**src/rtl/snake_move_sequencer_if.sv**
```systemverilog
// Body RAM port of the snake move sequencer.
// Synchronous read: mem_rdata is valid one cycle after mem_addr is presented with mem_we low.
interface snake_move_sequencer_if #(
  parameter int unsigned ADDR_W = 6,
  parameter int unsigned DATA_W = 10
);
  logic [ADDR_W-1:0] mem_addr;
  logic              mem_we;
  logic [DATA_W-1:0] mem_wdata;
  logic [DATA_W-1:0] mem_rdata;

  modport master (
    output mem_addr,
    output mem_we,
    output mem_wdata,
    input  mem_rdata
  );

  modport slave (
    input  mem_addr,
    input  mem_we,
    input  mem_wdata,
    output mem_rdata
  );
endinterface

```
**src/rtl/snake_move_sequencer.sv**
```systemverilog
// Runs one snake move per game step over the circular body RAM.
// Each step computes the next head, checks walls and body, then commits the new head and length.
module snake_move_sequencer #(
  parameter int unsigned X_W        = 5,
  parameter int unsigned Y_W        = 5,
  parameter int unsigned GRID_W     = 32,
  parameter int unsigned GRID_H     = 24,
  parameter int unsigned MAX_LEN    = 64,
  parameter int unsigned STEP_TICKS = 250,
  parameter int unsigned INIT_LEN   = 3
) (
  input  logic                         clock,
  input  logic                         reset_n,
  input  logic                         tick,
  input  logic                         clear,
  input  logic                         run,
  input  logic [2:0]                   dir,
  input  logic [X_W-1:0]               food_x,
  input  logic [Y_W-1:0]               food_y,
  snake_move_sequencer_if.master       mem,
  output logic [X_W-1:0]               head_x,
  output logic [Y_W-1:0]               head_y,
  output logic [$clog2(MAX_LEN):0]     length,
  output logic                         busy,
  output logic                         ate,
  output logic                         step_done,
  output logic                         lose
);

  localparam int unsigned AW     = $clog2(MAX_LEN);
  localparam int unsigned LW     = AW + 1;
  localparam int unsigned CW     = $clog2(STEP_TICKS);
  localparam int unsigned InitX0 = GRID_W / 2 - (INIT_LEN - 1);

  localparam logic [2:0] DirRight = 3'd1;
  localparam logic [2:0] DirLeft  = 3'd2;
  localparam logic [2:0] DirUp    = 3'd3;
  localparam logic [2:0] DirDown  = 3'd4;

  typedef enum logic [2:0] {
    StIdle,
    StInit,
    StWait,
    StCalc,
    StScan,
    StWrite,
    StDone,
    StDead
  } state_e;

  state_e state_q, state_d;

  logic [AW-1:0]  head_ptr_q;
  logic [LW-1:0]  length_q;
  logic [LW-1:0]  last_q;
  logic [LW-1:0]  idx_q;
  logic [CW-1:0]  count_q;
  logic [X_W-1:0] head_x_q, next_x_q, calc_x;
  logic [Y_W-1:0] head_y_q, next_y_q, calc_y;
  logic           eat_q;
  logic           rd_valid_q;
  logic           busy_q;
  logic           ate_q;
  logic           step_done_q;
  logic           lose_q;

  logic dir_valid;
  logic count_en;
  logic expiry;
  logic wall;
  logic calc_eat;
  logic hit;
  logic scan_end;

  assign dir_valid = (dir != 3'd0);
  assign count_en  = tick && run && dir_valid;
  assign expiry    = count_en && (count_q == CW'(STEP_TICKS - 1));
  assign calc_eat  = (calc_x == food_x) && (calc_y == food_y);
  // rd_valid_q marks that mem_rdata carries the segment read issued last cycle.
  assign hit       = rd_valid_q && (mem.mem_rdata == {next_x_q, next_y_q});
  assign scan_end  = (idx_q == last_q + LW'(1));

  // Candidate next head and wall test, evaluated from the live dir during CALC.
  always_comb begin
    calc_x = head_x_q;
    calc_y = head_y_q;
    wall   = 1'b0;
    unique case (dir)
      DirRight: begin
        if (head_x_q == X_W'(GRID_W - 1)) wall = 1'b1;
        else                              calc_x = head_x_q + X_W'(1);
      end
      DirLeft: begin
        if (head_x_q == '0) wall = 1'b1;
        else                calc_x = head_x_q - X_W'(1);
      end
      DirUp: begin
        if (head_y_q == '0) wall = 1'b1;
        else                calc_y = head_y_q - Y_W'(1);
      end
      DirDown: begin
        if (head_y_q == Y_W'(GRID_H - 1)) wall = 1'b1;
        else                              calc_y = head_y_q + Y_W'(1);
      end
      default: ;
    endcase
  end

  always_comb begin
    state_d = state_q;
    unique case (state_q)
      StIdle:  state_d = StIdle;
      StInit:  if (idx_q == LW'(INIT_LEN - 1)) state_d = StWait;
      StWait:  if (expiry) state_d = StCalc;
      StCalc:  state_d = wall ? StDead : StScan;
      StScan: begin
        if (hit)           state_d = StDead;
        else if (scan_end) state_d = StWrite;
      end
      StWrite: state_d = StDone;
      StDone:  state_d = StWait;
      StDead:  state_d = StDead;
      default: state_d = StIdle;
    endcase
    if (clear) state_d = StInit;
  end

  always_ff @(posedge clock or negedge reset_n) begin
    if (!reset_n) begin
      state_q     <= StIdle;
      head_ptr_q  <= '0;
      length_q    <= '0;
      last_q      <= '0;
      idx_q       <= '0;
      count_q     <= '0;
      head_x_q    <= '0;
      head_y_q    <= '0;
      next_x_q    <= '0;
      next_y_q    <= '0;
      eat_q       <= 1'b0;
      rd_valid_q  <= 1'b0;
      busy_q      <= 1'b0;
      ate_q       <= 1'b0;
      step_done_q <= 1'b0;
      lose_q      <= 1'b0;
    end else begin
      state_q     <= state_d;
      busy_q      <= !(state_d inside {StIdle, StWait, StDead});
      ate_q       <= 1'b0;
      step_done_q <= 1'b0;

      if (clear) begin
        count_q <= '0;
      end else if (count_en) begin
        count_q <= expiry ? '0 : count_q + CW'(1);
      end

      if (clear) begin
        idx_q      <= '0;
        rd_valid_q <= 1'b0;
        lose_q     <= 1'b0;
      end else begin
        unique case (state_q)
          StInit: begin
            idx_q <= idx_q + LW'(1);
            if (state_d == StWait) begin
              head_ptr_q <= AW'(INIT_LEN - 1);
              length_q   <= LW'(INIT_LEN);
              head_x_q   <= X_W'(GRID_W / 2);
              head_y_q   <= Y_W'(GRID_H / 2);
            end
          end
          StCalc: begin
            next_x_q   <= calc_x;
            next_y_q   <= calc_y;
            eat_q      <= calc_eat;
            // A growing snake keeps its tail, so the tail cell stays an obstacle.
            last_q     <= calc_eat ? length_q - LW'(1) : length_q - LW'(2);
            idx_q      <= '0;
            rd_valid_q <= 1'b0;
            if (wall) lose_q <= 1'b1;
          end
          StScan: begin
            rd_valid_q <= (idx_q <= last_q);
            idx_q      <= idx_q + LW'(1);
            if (hit) lose_q <= 1'b1;
          end
          StWrite: begin
            head_ptr_q  <= head_ptr_q + AW'(1);
            head_x_q    <= next_x_q;
            head_y_q    <= next_y_q;
            if (eat_q && (length_q < LW'(MAX_LEN))) length_q <= length_q + LW'(1);
            ate_q       <= eat_q;
            step_done_q <= 1'b1;
          end
          default: ;
        endcase
      end
    end
  end

  always_comb begin
    mem.mem_we    = 1'b0;
    mem.mem_addr  = head_ptr_q - AW'(idx_q);
    mem.mem_wdata = {next_x_q, next_y_q};
    unique case (state_q)
      StInit: begin
        mem.mem_we    = 1'b1;
        mem.mem_addr  = AW'(idx_q);
        mem.mem_wdata = {X_W'(InitX0) + X_W'(idx_q), Y_W'(GRID_H / 2)};
      end
      StWrite: begin
        mem.mem_we   = 1'b1;
        mem.mem_addr = head_ptr_q + AW'(1);
      end
      default: ;
    endcase
  end

  assign head_x    = head_x_q;
  assign head_y    = head_y_q;
  assign length    = length_q;
  assign busy      = busy_q;
  assign ate       = ate_q;
  assign step_done = step_done_q;
  assign lose      = lose_q;

endmodule

```
**src/flat_wrapper.sv**
```systemverilog
// flat-port wrapper written by rule: the top's interface ports become plain ports
module snake_move_sequencer_flat 
#(
  parameter int unsigned X_W        = 5,
  parameter int unsigned Y_W        = 5,
  parameter int unsigned GRID_W     = 32,
  parameter int unsigned GRID_H     = 24,
  parameter int unsigned MAX_LEN    = 64,
  parameter int unsigned STEP_TICKS = 250,
  parameter int unsigned INIT_LEN   = 3
)
  (clock, reset_n, tick, clear, run, dir, food_x, food_y, head_x, head_y, length, busy, ate, step_done, lose, mem_mem_addr, mem_mem_we, mem_mem_wdata, mem_mem_rdata);
  snake_move_sequencer_if #(.ADDR_W((6)), .DATA_W(X_W + Y_W)) mem_i ();
  input  logic clock;
  input  logic reset_n;
  input  logic tick;
  input  logic clear;
  input  logic run;
  input  logic [2:0] dir;
  input  logic [X_W-1:0] food_x;
  input  logic [Y_W-1:0] food_y;
  output logic [X_W-1:0] head_x;
  output logic [Y_W-1:0] head_y;
  output logic [$clog2(MAX_LEN):0] length;
  output logic busy;
  output logic ate;
  output logic step_done;
  output logic lose;
  output wire logic [$bits(mem_i.mem_addr)-1:0] mem_mem_addr;
  output wire logic [$bits(mem_i.mem_we)-1:0] mem_mem_we;
  output wire logic [$bits(mem_i.mem_wdata)-1:0] mem_mem_wdata;
  input wire logic [$bits(mem_i.mem_rdata)-1:0] mem_mem_rdata;
  assign mem_mem_addr = mem_i.mem_addr;
  assign mem_mem_we = mem_i.mem_we;
  assign mem_mem_wdata = mem_i.mem_wdata;
  assign mem_i.mem_rdata = mem_mem_rdata;
  snake_move_sequencer #(.X_W(X_W), .Y_W(Y_W), .GRID_W(GRID_W), .GRID_H(GRID_H), .MAX_LEN(MAX_LEN), .STEP_TICKS(STEP_TICKS), .INIT_LEN(INIT_LEN)) u_core (.clock(clock), .reset_n(reset_n), .tick(tick), .clear(clear), .run(run), .dir(dir), .food_x(food_x), .food_y(food_y), .mem(mem_i), .head_x(head_x), .head_y(head_y), .length(length), .busy(busy), .ate(ate), .step_done(step_done), .lose(lose));
endmodule
```
**config.mk**
```make
export PLATFORM = sky130hd
export DESIGN_NAME = snake_move_sequencer_flat
export DESIGN_NICKNAME = d
export VERILOG_FILES = /design/src/rtl/snake_move_sequencer_if.sv /design/src/rtl/snake_move_sequencer.sv /design/src/flat_wrapper.sv
export SDC_FILE = /design/constraint.sdc
export NUM_CORES = 1
export LEC_CHECK = 0
export BUFFER_PORTS_ARGS = -buffer_cell sky130_fd_sc_hd__buf_2
export CELL_PAD_IN_SITES_DETAIL_PLACEMENT = 1
export CELL_PAD_IN_SITES_GLOBAL_PLACEMENT = 1
export CORE_MARGIN = 2
export CORE_UTILIZATION = 41
export CTS_CLUSTER_SIZE = 8
export DETAILED_ROUTE_END_ITERATION = 8
export PLACE_DENSITY = 0.86
export SYNTH_ARGS = -nofsm -noshare
export SYNTH_HDL_FRONTEND = slang
export SYNTH_SLANG_ARGS = --single-unit
```
**constraint.sdc**
```tcl
create_clock -name clock -period 3.5 [get_ports clock]
set_input_delay 0 -clock clock [delete_from_list [all_inputs] [get_ports clock]]
set_output_delay 0 -clock clock [all_outputs]
set_load 0.02 [all_outputs]
```
Word-level counts from Yosys, hierarchy flattened:

Index checks and enable logic that the tools add are counted.

* add/subtract/negate cells: 13
* multipliers: 0
* div/mod/pow operators: 0
* $lt $le $gt $ge: 2
* eq/ne operators: 25
* shift operators: 0
* muxes and demuxes: 46
* bitwise logic cells: 1
* reductions and logical operators: 23

Operators by type and width (count)
* $pmux W5 S2: 4
* $mux W5: 6
* $mux W7: 4
* $pmux W7 S2: 2
* $mux W8: 3
* $pmux W3 S8: 1
* $pmux W6 S2: 2
* $add A7 B1 Y7 const B: 3
* $eq A3 B3 Y1 const B: 6
* $eq A3 B2 Y1 const B: 5
* $mux W3: 5
* $mux W1: 13
* $reduce_bool A3 Y1: 4
* $add A5 B1 Y5 const B: 2
* $eq A10 B10 Y1: 1
* $eq A5 B5 Y1: 2
* $eq A5 B5 Y1 const B: 2
* $logic_not A5 Y1: 2
* $mux W10: 1
* $sub A5 B1 Y5 const B: 2
* $add A8 B1 Y8 const B: 1
* $eq A8 B8 Y1 const B: 1
* $eq A7 B2 Y1 const B: 1
* $eq A7 B7 Y1: 1
* other kinds (23): 36

* register bits: 64
* bits in latches: 0
* bits in writable memories: 0
* memory bits (read-only): 0
* bits of input ports: 28
* output and inout bits: 38
* logic and storage cells: 126
* memories kept: 0

Logic depth before layout (Yosys ltp):

Gate-level depths: netlist of the first run.

* depth in word-level cells: 9
* gate-level depth with buffers: 10
* gate-level depth less buffers: 10

Worst setup path after synthesis of the first run:

Ideal clock, no wire load.

* path type: flip-flop to flip-flop
* start: register u_core.head_y_q[0], in the netlist u_core.head_y[0]
* end: register u_core.last_q[6]
* setup time: 0.082 ns
* data arrival time: 2.912 ns
* data required time: 3.418 ns
* slack: 0.506 ns
* stages on the path, launching flop included: 11
* buffers on the path: 0
* period minus slack after synthesis: 2.994 ns
* cell sequence: dfrtp_1 -> inv_1 -> ha_1 -> or4b_2 -> a22oi_1 -> xnor3_1 -> o31a_1 -> and4_1 -> a21oi_2 -> or4_1 -> a31oi_1

* cells in the longest elaborated chain, start to end: 6

Ends and longest elaborated chain
* from (decl): RTL line snake_move_sequencer.sv:59 `logic [Y_W-1:0] head_y_q, next_y_q, calc_y;`
* from (signal assigned): RTL line snake_move_sequencer.sv:170 `head_y_q <= Y_W'(GRID_H / 2);`
* from (signal assigned): RTL line snake_move_sequencer.sv:191 `head_y_q <= next_y_q;`
* $add A5 B1 Y5 (tied with other cells): RTL line snake_move_sequencer.sv:103 `else calc_y = head_y_q + Y_W'(1);`
* $mux W5 (on tied branches): RTL line snake_move_sequencer.sv:102, snake_move_sequencer.sv:98
* $pmux W5 S2 *: RTL line snake_move_sequencer.sv:88 `unique case (dir)`
* $eq A5 B5 Y1 *: RTL line snake_move_sequencer.sv:78 `assign calc_eat = (calc_x == food_x) && (calc_y == food_y);`
* $logic_and A1 B1 Y1 *: RTL line snake_move_sequencer.sv:78
* $mux W7 *: RTL line snake_move_sequencer.sv:178 `last_q <= calc_eat ? length_q - LW'(1) : length_q - LW'(2);`
* to (signal assigned): RTL line snake_move_sequencer.sv:178
* to (decl): RTL line snake_move_sequencer.sv:55 `logic [LW-1:0] last_q;`

Every way passes the cells marked *; elsewhere a longest branch is shown, timed or not.
A chain may end at the register's enable or synchronous reset.

Worst setup path after layout of the first run:

Same ends and word-level chain as after synthesis.

==> impl_metrics.ini, run 1 <==
[final_layout]
drive_gt1_frac = 0.168
fill_cells = 1504
final_area_sq_um = 5890
layout_commonest_cell = nand2_1
layout_common_cells = nand2_1, buf_2, dfrtp_1
antenna_cells = 0
areaGrowthSynthToFinish_pct = 15.2
fin_cells = 852
final_nets = 739

[power_and_ir_drop]
power.density_nw_per_um2 = 730
ir_drop_uv = 330
power_mw = 4.30
p_leak_nw = 2.65

[placement]
dpl_cell_area_sq_um = 5600
place_congestion = 0.944
io_buffers = 65
hpwl_mm = 12.3
placed_cells = 835

[setup_path]
reg2reg_depth = 10
critPathSlowestCell = or4_1
cp.arrival_ps = 3560
r2r-end = u_core.last_q[6]
cp_max_fo = 5
critPathKind = register to register
max_stage_delay_ps = 520
cp_cell_sequence = inv_1 > ha_1 > nor4b_1 > nor4b_1 > or4_1 > a22oi_1 > and4_1 > a21oi_2 > or4_1 > a31oi_1
end_kind = register
start_kind = register
rr_startpoint = u_core.head_y[0]
crit_required_ps = 3770
ff2ff_setup_slack_ps = 210

[detailed_routing]
vias = 4987
vias_per_cell = 5.85
dr.pass1.iters = 6
wl_mm = 16.2
drc = 0
wire_per_inst_um = 19.0
first_iter_violations = 252
antenna_left = 0

[timing]
hold_ws_ps = 126
finClkSkew_ps = 6.78
setup-violations-final = 0
max-slew-margin-rel = 0.273
period_needed_ps = 3290
fin_crit_sh = 0.941
finalMaxSlewViolations = 0
hold_viol_final = 0
rsz0062_at_grt = no
setup_tns_ps = 0
tightest_slew_ps = 1090
timing.fmax_mhz = 304

[grt]
gr-total-overflow = 0
grt_pass1_vias = 5213
grt_max_degree = 47
antenna_found_initial = 0
grt_usage = 0.255
grt_pass1_wl_mm = 26.5

[hold_path]
min_path_cells = 2
hp-start = clear
min_to = u_core.idx_q[5]
min_path_type = input pin to register

[run_status]
status = finished clean

[die]
rows = 40
dieArea_sq_um = 13400
die_y_um = 116
dieWidth_um = 116
io-pin-count = 66
coreArea_sq_um = 12100
start_util = 0.422

[yosys]
ys_types = 73
synth-main-ff-cell = dfrtp_1
async_flop_share = 1.00
netlist_instances = 627
synth_nets = 687
synth_area_sq_um = 5110
synth_edf_count = 0
yosysWarnings = 0
synth_seq_cells = 64
seq_area_frac_synth = 0.313
synth_area_per_cell_sq_um = 8.16

[run]
drv_cap = 0

[cts]
cts_buffer_depth = 2
cts.htree.levels = 3
clk_pin_slew_ps = 60
cts-buffers-inserted = 9
clk-insertion-delay-late_ps = 350
cts_tree = yes
cts_root_buf = clkbuf_16
clock-sinks = 64
-- per-layer routing --
metal,vias to the layer above,global-route usage,part of all wire
met4,0,0.0937,0.027
met5,-,0,0
met2,152,0.449,0.51
met1,2455,0.306,0.41
li1,2344,-,-
met3,36,0.0554,0.053
-- worst max path at each step --
stage                           startpoint  slack, ps  cells after the start                to
after CTS                 u_core.head_y[0]        160                     10  u_core.last_q[5]
after global placement    u_core.head_y[0]        380                     10  u_core.last_q[5]
after detailed placement  u_core.head_y[0]        170                     10  u_core.last_q[5]
final                     u_core.head_y[0]        210                     10  u_core.last_q[6]
after global routing      u_core.head_y[0]         10                     10  u_core.last_q[4]
after floorplan           u_core.head_y[0]        510                     10  u_core.last_q[6]
-- cells in the mapped netlist, types with 4 or more instances --
cell type,n,share of area
a211oi_1,6,0.0088
a21oi_1,38,0.037
a31oi_1,7,0.0086
and2_1,5,0.0061
and3_1,9,0.011
buf_1,4,0.0029
buf_2,4,0.0039
clkbuf_1,29,0.021
dfrtp_1,64,0.31
ha_1,31,0.076
inv_1,32,0.023
nand2_1,67,0.049
nand2b_1,6,0.0073
nand3_1,29,0.028
nand4_1,7,0.0086
nor2_1,46,0.034
nor2b_1,12,0.015
nor3_1,21,0.021
nor4_1,5,0.0061
o211ai_1,8,0.012
o21a_1,5,0.0073
o21ai_0,40,0.039
o22ai_1,6,0.0073
o31ai_1,7,0.010
or2_2,5,0.0061
or3_1,9,0.011
or4_1,4,0.0059
xnor2_1,31,0.053
xor2_1,16,0.027
-- logic make-up after synthesis --
logic type,after synthesis,synth area share
AOI/OAI and AO/OA,152,0.194
xor gates and xnor gates,48,0.0849
adders and majority gates,32,0.0798
buffers and inverters,70,0.0526
DFF,64,0.313
muxes,5,0.0105
and+or+nand+nor,256,0.265
-- cell type report --
| type | count | area, sq um | area share |
|---|---|---|---|
| timing repair buffer | 79 | 433 | 0.0735 |
| multi-input combinational | 493 | 3250 | 0.552 |
| tap | 168 | 210 | 0.0357 |
| clock buffer | 11 | 243 | 0.0412 |
| inverter | 32 | 120 | 0.0204 |
| clock inverter | 5 | 32.5 | 0.00552 |
| sequential | 64 | 1600 | 0.272 |
-- state kept, by name, summed over array words and instances (netlist names), 6 cells and up --
signal and count:
u_core.length 7, u_core.last_q 7, u_core.head_ptr_q 6, u_core.idx_q 7, u_core.count_q 8
-- timing repair --
| action | in CTS | in global routing |
|---|---|---|
| endpoints found under the setup margin | 0 | 1 |
| hold buffers | 1 | 0 |
| endpoints found under the hold margin | 45 | 0 |
| setup buffers | 0 | 0 |
| gates resized for setup | 0 | 1 |
-- where the power goes --
part	leakage [nW]	switching, mW	internal [mW]	total (mW)
combinational	1.68	1.33	0.898	2.23
sequential	0.841	0.312	0.920	1.23
clock	0.128	0.345	0.495	0.840
-- per-stage QoR --
stage                      util  worst slack (ps)
after detailed placement  0.463               172
final                     0.487               205
after global placement    0.463               378
after global routing      0.487              13.8
after CTS                 0.486               156
after floorplan               -               506
-- worst max-delay path, delay by kind of cell (launching register included) --
family                   cells  cell delay, ps
adder cells (fa/ha/maj)      1             220
AO/OA/AOI/OAI                3             530
flip-flops                   1             420
buffers and inverters        1             170
AND/OR/NAND/NOR              5            1860
No activity file was read; power rests on OpenSTA's default activity.
==> inputs of run 2 (changes only) <==
--- a/config.mk
+++ b/config.mk
@@ -5,14 +5,15 @@
 export SDC_FILE = /design/constraint.sdc
 export NUM_CORES = 1
 export LEC_CHECK = 0
+export ABC_AREA = 1
 export BUFFER_PORTS_ARGS = -buffer_cell sky130_fd_sc_hd__buf_2
 export CELL_PAD_IN_SITES_DETAIL_PLACEMENT = 1
 export CELL_PAD_IN_SITES_GLOBAL_PLACEMENT = 1
 export CORE_MARGIN = 2
-export CORE_UTILIZATION = 41
+export CORE_UTILIZATION = 26
 export CTS_CLUSTER_SIZE = 8
 export DETAILED_ROUTE_END_ITERATION = 8
-export PLACE_DENSITY = 0.86
+export PLACE_DENSITY = 0.64
 export SYNTH_ARGS = -nofsm -noshare
 export SYNTH_HDL_FRONTEND = slang
 export SYNTH_SLANG_ARGS = --single-unit
==> run 2 against run 1 <==
Against the previous run: flip-flop and latch count unchanged; register-to-register slack improved by 730 ps; largest power group unchanged; area after synthesis grew 2.3%.
==> impl_metrics.ini, run 2 <==
[detailed_routing]
first_iter_violations = 165
wl_mm = 15.9
dr.pass1.iters = 4
antenna_left = 0
vias = 4918
vias_per_cell = 4.58
drc = 0
wire_per_inst_um = 14.8

[cts]
post_cts_buffers = 0
clk_pin_slew_ps = 60
holdBufCountCts = 2
cts_root_buf = clkbuf_16
clock-sinks = 64
cts_buffer_depth = 2
clk-insertion-delay-late_ps = 340
cts_resized = 0
cts-buffers-inserted = 9
cts_tree = yes
cts.htree.levels = 3

[power_and_ir_drop]
ir_drop_uv = 254
power.density_nw_per_um2 = 753
p_leak_nw = 3.03

[timing]
max-slew-margin-rel = 0.480
timing.fmax_mhz = 368
finClkSkew_ps = 8.47
rsz0062_at_grt = no
period_needed_ps = 2720
hold_viol_final = 0
fin_crit_sh = 0.777
setup_tns_ps = 0
finalMaxSlewViolations = 0
hold_ws_ps = 105
tightest_slew_ps = 780
setup-violations-final = 0

[grt]
gr-total-overflow = 0
antenna_found_initial = 0
grt_pass1_vias = 4944
grt_usage = 0.154
grt_pass1_wl_mm = 26.3
grt_max_degree = 33

[yosys]
yosys-top-cells-count = nand2_1, inv_1, dfrtp_1
synth_nets = 797
async_flop_share = 1.00
yosysWarnings = 0
ys_types = 43
synth_seq_cells = 64
synth_area_sq_um = 5230
netlist_instances = 737
synth_area_per_cell_sq_um = 7.10
yosysTopAreaCell = dfrtp_1
synth.most_common_cell = nand2_1
seq_area_frac_synth = 0.306
synth-main-ff-cell = dfrtp_1
synth_edf_count = 0
synth.area.top_cells = dfrtp_1, nand2_1, ha_1
synth_top_area_frac = 0.306

[die]
dieArea_sq_um = 21300
io-pin-count = 66
dieWidth_um = 146
die_y_um = 146
start_util = 0.267
coreArea_sq_um = 19600
rows = 51

[final_layout]
fill_cells = 2496
areaGrowthSynthToFinish_pct = 17.0
drive_gt1_frac = 0.198
layout_common_cells = nand2_1, inv_1, buf_2
final_nets = 863
top_register = u_core.count_q
largest_reg_flops = 8
layout_commonest_cell = nand2_1
antenna_cells = 0

[setup_path]
crit_family = compound AO/OA/AOI/OAI gates
max_stage_delay_ps = 550
crit_top_cell = nand2_1
cp_max_fo = 8
critPathKind = register to output port
end_kind = output port
critPathSlowestCell = dfrtp_1
crit_required_ps = 3500
start_kind = register
cp_cell_sequence = inv_1 > ha_1 > nand2_1 > nor2_1 > a211oi_1 > nor2_1 > o21ai_0 > nand2_1 > xor2_1 > nand2_1 > o211ai_1 > buf_2
cp.arrival_ps = 2720
crit_buf_inv = 2

[placement]
place_congestion = 0.839
io_buffers = 65
hpwl_mm = 12.8

[run]
drv_cap = 0

[hold_path]
min_path_type = input pin to register

[run_status]
status = finished clean
run 2: cell count changes after synthesis, sizes merged, moves of 22 or more:
cell / delta
xnor2: -22
nand2: +144
nand3: +37
nor2: +24
inv: +74
clkbuf: -22
run 2: per-layer routing:
layer / global-route usage / vias to the layer above / part of all wire
met5: 0 / - / 0
met3: 0.0295 / 9 / 0.037
met1: 0.210 / 2336 / 0.50
met2: 0.251 / 58 / 0.45
met4: 0.0387 / 0 / 0.0093
li1: - / 2515 / -
run 2: cells by family after synthesis:
group	after synthesis	synth area share
simple gates	385	0.343
flops	64	0.306
fa+ha+maj	32	0.0780
xor+xnor	32	0.0562
compound gates	101	0.119
buf+inv	123	0.0971
run 2: worst paths after layout:
check	start	to	slack (ps)	cells after the start
worst max register to register	u_core.head_y[0]	u_core.head_y[3]	940	14
worst min-delay path	run	u_core.count_q[0]	110	5
max in group asynchronous	reset_n	u_core.last_q[3]	2470	3
min in group asynchronous	reset_n	u_core.length[4]	280	2
worst min register to register	u_core.last_q[4]	u_core.last_q[4]	500	2
worst max-delay path	u_core.idx_q[1]	mem_mem_addr[5]	780	12
run 2: area by class of cell:
class                      instances  area [sq um]  area share
tap                              265           332      0.0542
sequential                        64          1600       0.262
inverter                         107           407      0.0664
multi-input combinational        550          3120       0.510
timing repair buffer              71           375      0.0613
clock inverter                     6          45.0     0.00736
clock buffer                      10           239      0.0390
run 2: power breakdown:
group | total (mW) | internal (mW) | switching, mW
logic | 2.51 | 0.832 | 1.68
clock network | 0.850 | 0.499 | 0.351
registers | 1.25 | 0.927 | 0.325
total | 4.61 | 2.26 | 2.35
run 2: tightest hold or removal path: cells and delay by family:
family	cells	cell delay, ps
buffers and inverters	1	100
AO/OA/AOI/OAI	1	70
AND/OR/NAND/NOR	3	250
run 2: metrics by stage:
stage	util	power (mW)	setup slack, ps	std cells	instance area [sq um]
2_1_floorplan	-	3.02	1350	737	5230
3_3_place_gp	0.297	3.77	1020	1055	5820
3_5_place_dp	0.297	3.80	947	1055	5820
4_1_cts	0.313	4.68	707	1073	6120
5_1_grt	0.313	5.05	530	1073	6120
6_report	0.313	4.61	780	1073	6120
==> inputs of run 3 (changes only) <==
==> constraint.sdc (replaced) <==
create_clock -name clock -period 2.8 [get_ports clock]
set_input_delay 0 -clock clock [delete_from_list [all_inputs] [get_ports clock]]
set_output_delay 0 -clock clock [all_outputs]
set_load 0.02 [all_outputs]
==> run 3 against run 2 <==
Against the previous run: via count fell by 0.83%; critical path depth did not move; design area grew 0.84%; combinational power up 27%; count of clock-buffer cells in the layout decreased by 1; power rose by 30%; register-to-register slack worse by 590 ps; die area unchanged; final cell count is 0.19% higher; sequential power rose by 25%; utilization increased by 0.26 points; largest power group unchanged.
==> impl_metrics.ini, run 3 (synthesis gave the netlist of run 2 again) <==
[run_status]
status = finished clean

[final_layout]
largest_reg_flops = 8
areaGrowthSynthToFinish_pct = 18.0
drive_gt1_frac = 0.202
layout_commonest_cell = nand2_1
final_nets = 865
fill_cells = 2487
layout_common_cells = nand2_1, inv_1, buf_2
top_register = u_core.count_q
antenna_cells = 0

[detailed_routing]
drc = 0
antenna_left = 0
vias_per_cell = 4.54
wire_per_inst_um = 14.7
first_iter_violations = 212
wl_mm = 15.8
vias = 4877
dr.pass1.iters = 4

[hold_path]
min_path_cells = 2
hp-start = clear
min_path_type = input pin to register
min_to = u_core.lose

[grt]
busiest_layer = met2
use_met3 = 0.0317
grt_pass1_vias = 5167
grt_pass1_wl_mm = 26.9
antenna_found_initial = 0
grt_max_degree = 29
grt_use_met1 = 0.224
gr-total-overflow = 0
grt_usage = 0.157
grt_use_met2 = 0.250

[run]
drv_cap = 0

[timing]
finClkSkew_ps = 5.84
setup-violations-final = 0
rsz0062_at_grt = no
period_needed_ps = 2520
hold_viol_final = 0
timing.fmax_mhz = 396
setup_tns_ps = 0
finalMaxSlewViolations = 0
tightest_slew_ps = 765
fin_crit_sh = 0.901
max-slew-margin-rel = 0.490

[cts]
clk_pin_slew_ps = 60
clock-sinks = 64
cts-buffers-inserted = 9
clk-insertion-delay-late_ps = 340
cts_buffer_depth = 2
cts.htree.levels = 3
cts_tree = yes
cts_root_buf = clkbuf_16

[die]
start_util = 0.267
rows = 51
die_y_um = 146
io-pin-count = 66
dieArea_sq_um = 21300
coreArea_sq_um = 19600
dieWidth_um = 146

[power_and_ir_drop]
p_leak_nw = 3.06
power_mw = 5.97
power.density_nw_per_um2 = 968
ir_drop_uv = 421

[setup_path]
start_kind = register
crit_required_ps = 2800
end_kind = output port
rr_startpoint = u_core.head_y[0]
crit_family = compound AO/OA/AOI/OAI gates
reg2reg_depth = 14
crit_top_cell = nand2_1
r2r-end = u_core.head_y[2]
cp.depth = 12
max_stage_delay_ps = 440
critPathSlowestCell = dfrtp_2
ff2ff_setup_slack_ps = 350
cp.arrival_ps = 2520
cp_max_fo = 7
cp_cell_sequence = inv_1 > ha_1 > nand2_1 > nor2_1 > a211oi_1 > nor2_1 > o21ai_0 > nand2_1 > xor2_1 > nand2_1 > o211ai_1 > buf_2
critPathKind = register to output port
crit_buf_inv = 2

[placement]
hpwl_mm = 12.8
io_buffers = 65
place_congestion = 0.806
[run 3: cell count changes in the layout (fill, tap and decap cells not counted)]
cell,delta
bufinv_16,+2
clkinv_4,-1
dfrtp_1,-1
clkbuf_8,-1
dlygate4sd3_1,-1
dfrtp_2,+1
buf_4,+3
[run 3: how the worst max path moves through the flow]
stage,to,from,slack (ps)
6_report,mem_mem_addr[5],u_core.idx_q[2],280
2_1_floorplan,u_core.last_q[1],u_core.head_y[0],650
5_1_grt,mem_mem_addr[5],u_core.idx_q[1],30
3_3_place_gp,u_core.head_y[2],u_core.head_y[0],450
3_5_place_dp,u_core.head_y[2],u_core.head_y[0],370
4_1_cts,mem_mem_addr[5],u_core.idx_q[2],120
[run 3: cell type report]
type	count	area, sq um	share of cell area
repair buffers	73	388	0.0628
flip-flops and latches	64	1600	0.260
clock buffers	9	225	0.0365
well taps	265	332	0.0537
clock inverters	7	96.3	0.0156
inverters	107	407	0.0659
multi-input cells	550	3120	0.506
[run 3: metal layers]
layer / part of all wire / vias up
met5: 0 / -
met4: 0.0056 / 0
met3: 0.039 / 5
met2: 0.45 / 67
met1: 0.50 / 2292
li1: - / 2513
[run 3: timing repair]
action,4_1_cts,5_1_grt
hold buffers,1,0
endpoints found under the setup margin,0,1
buffers inserted,0,0
endpoints found under the hold margin,26,0
resized for setup,0,1
[run 3: power breakdown]
group          internal (mW)  switching (mW)  leakage, nW
logic                   1.07            2.12         2.07
registers               1.16           0.405        0.837
clock network          0.779           0.442        0.148
total                   3.00            2.97         3.06
[run 3: metrics by stage]
step / instances / util / instance area [sq um] / worst slack, ps / hold WS (ps)
floorplan: 737 / - / 5230 / 647 / -296
global placement: 1058 / 0.298 / 5840 / 452 / 112
detailed placement: 1058 / 0.298 / 5840 / 373 / 122
CTS: 1075 / 0.315 / 6170 / 122 / 4.51
global route: 1075 / 0.315 / 6170 / 28.5 / 34.8
finish: 1075 / 0.315 / 6170 / 277 / 17.0
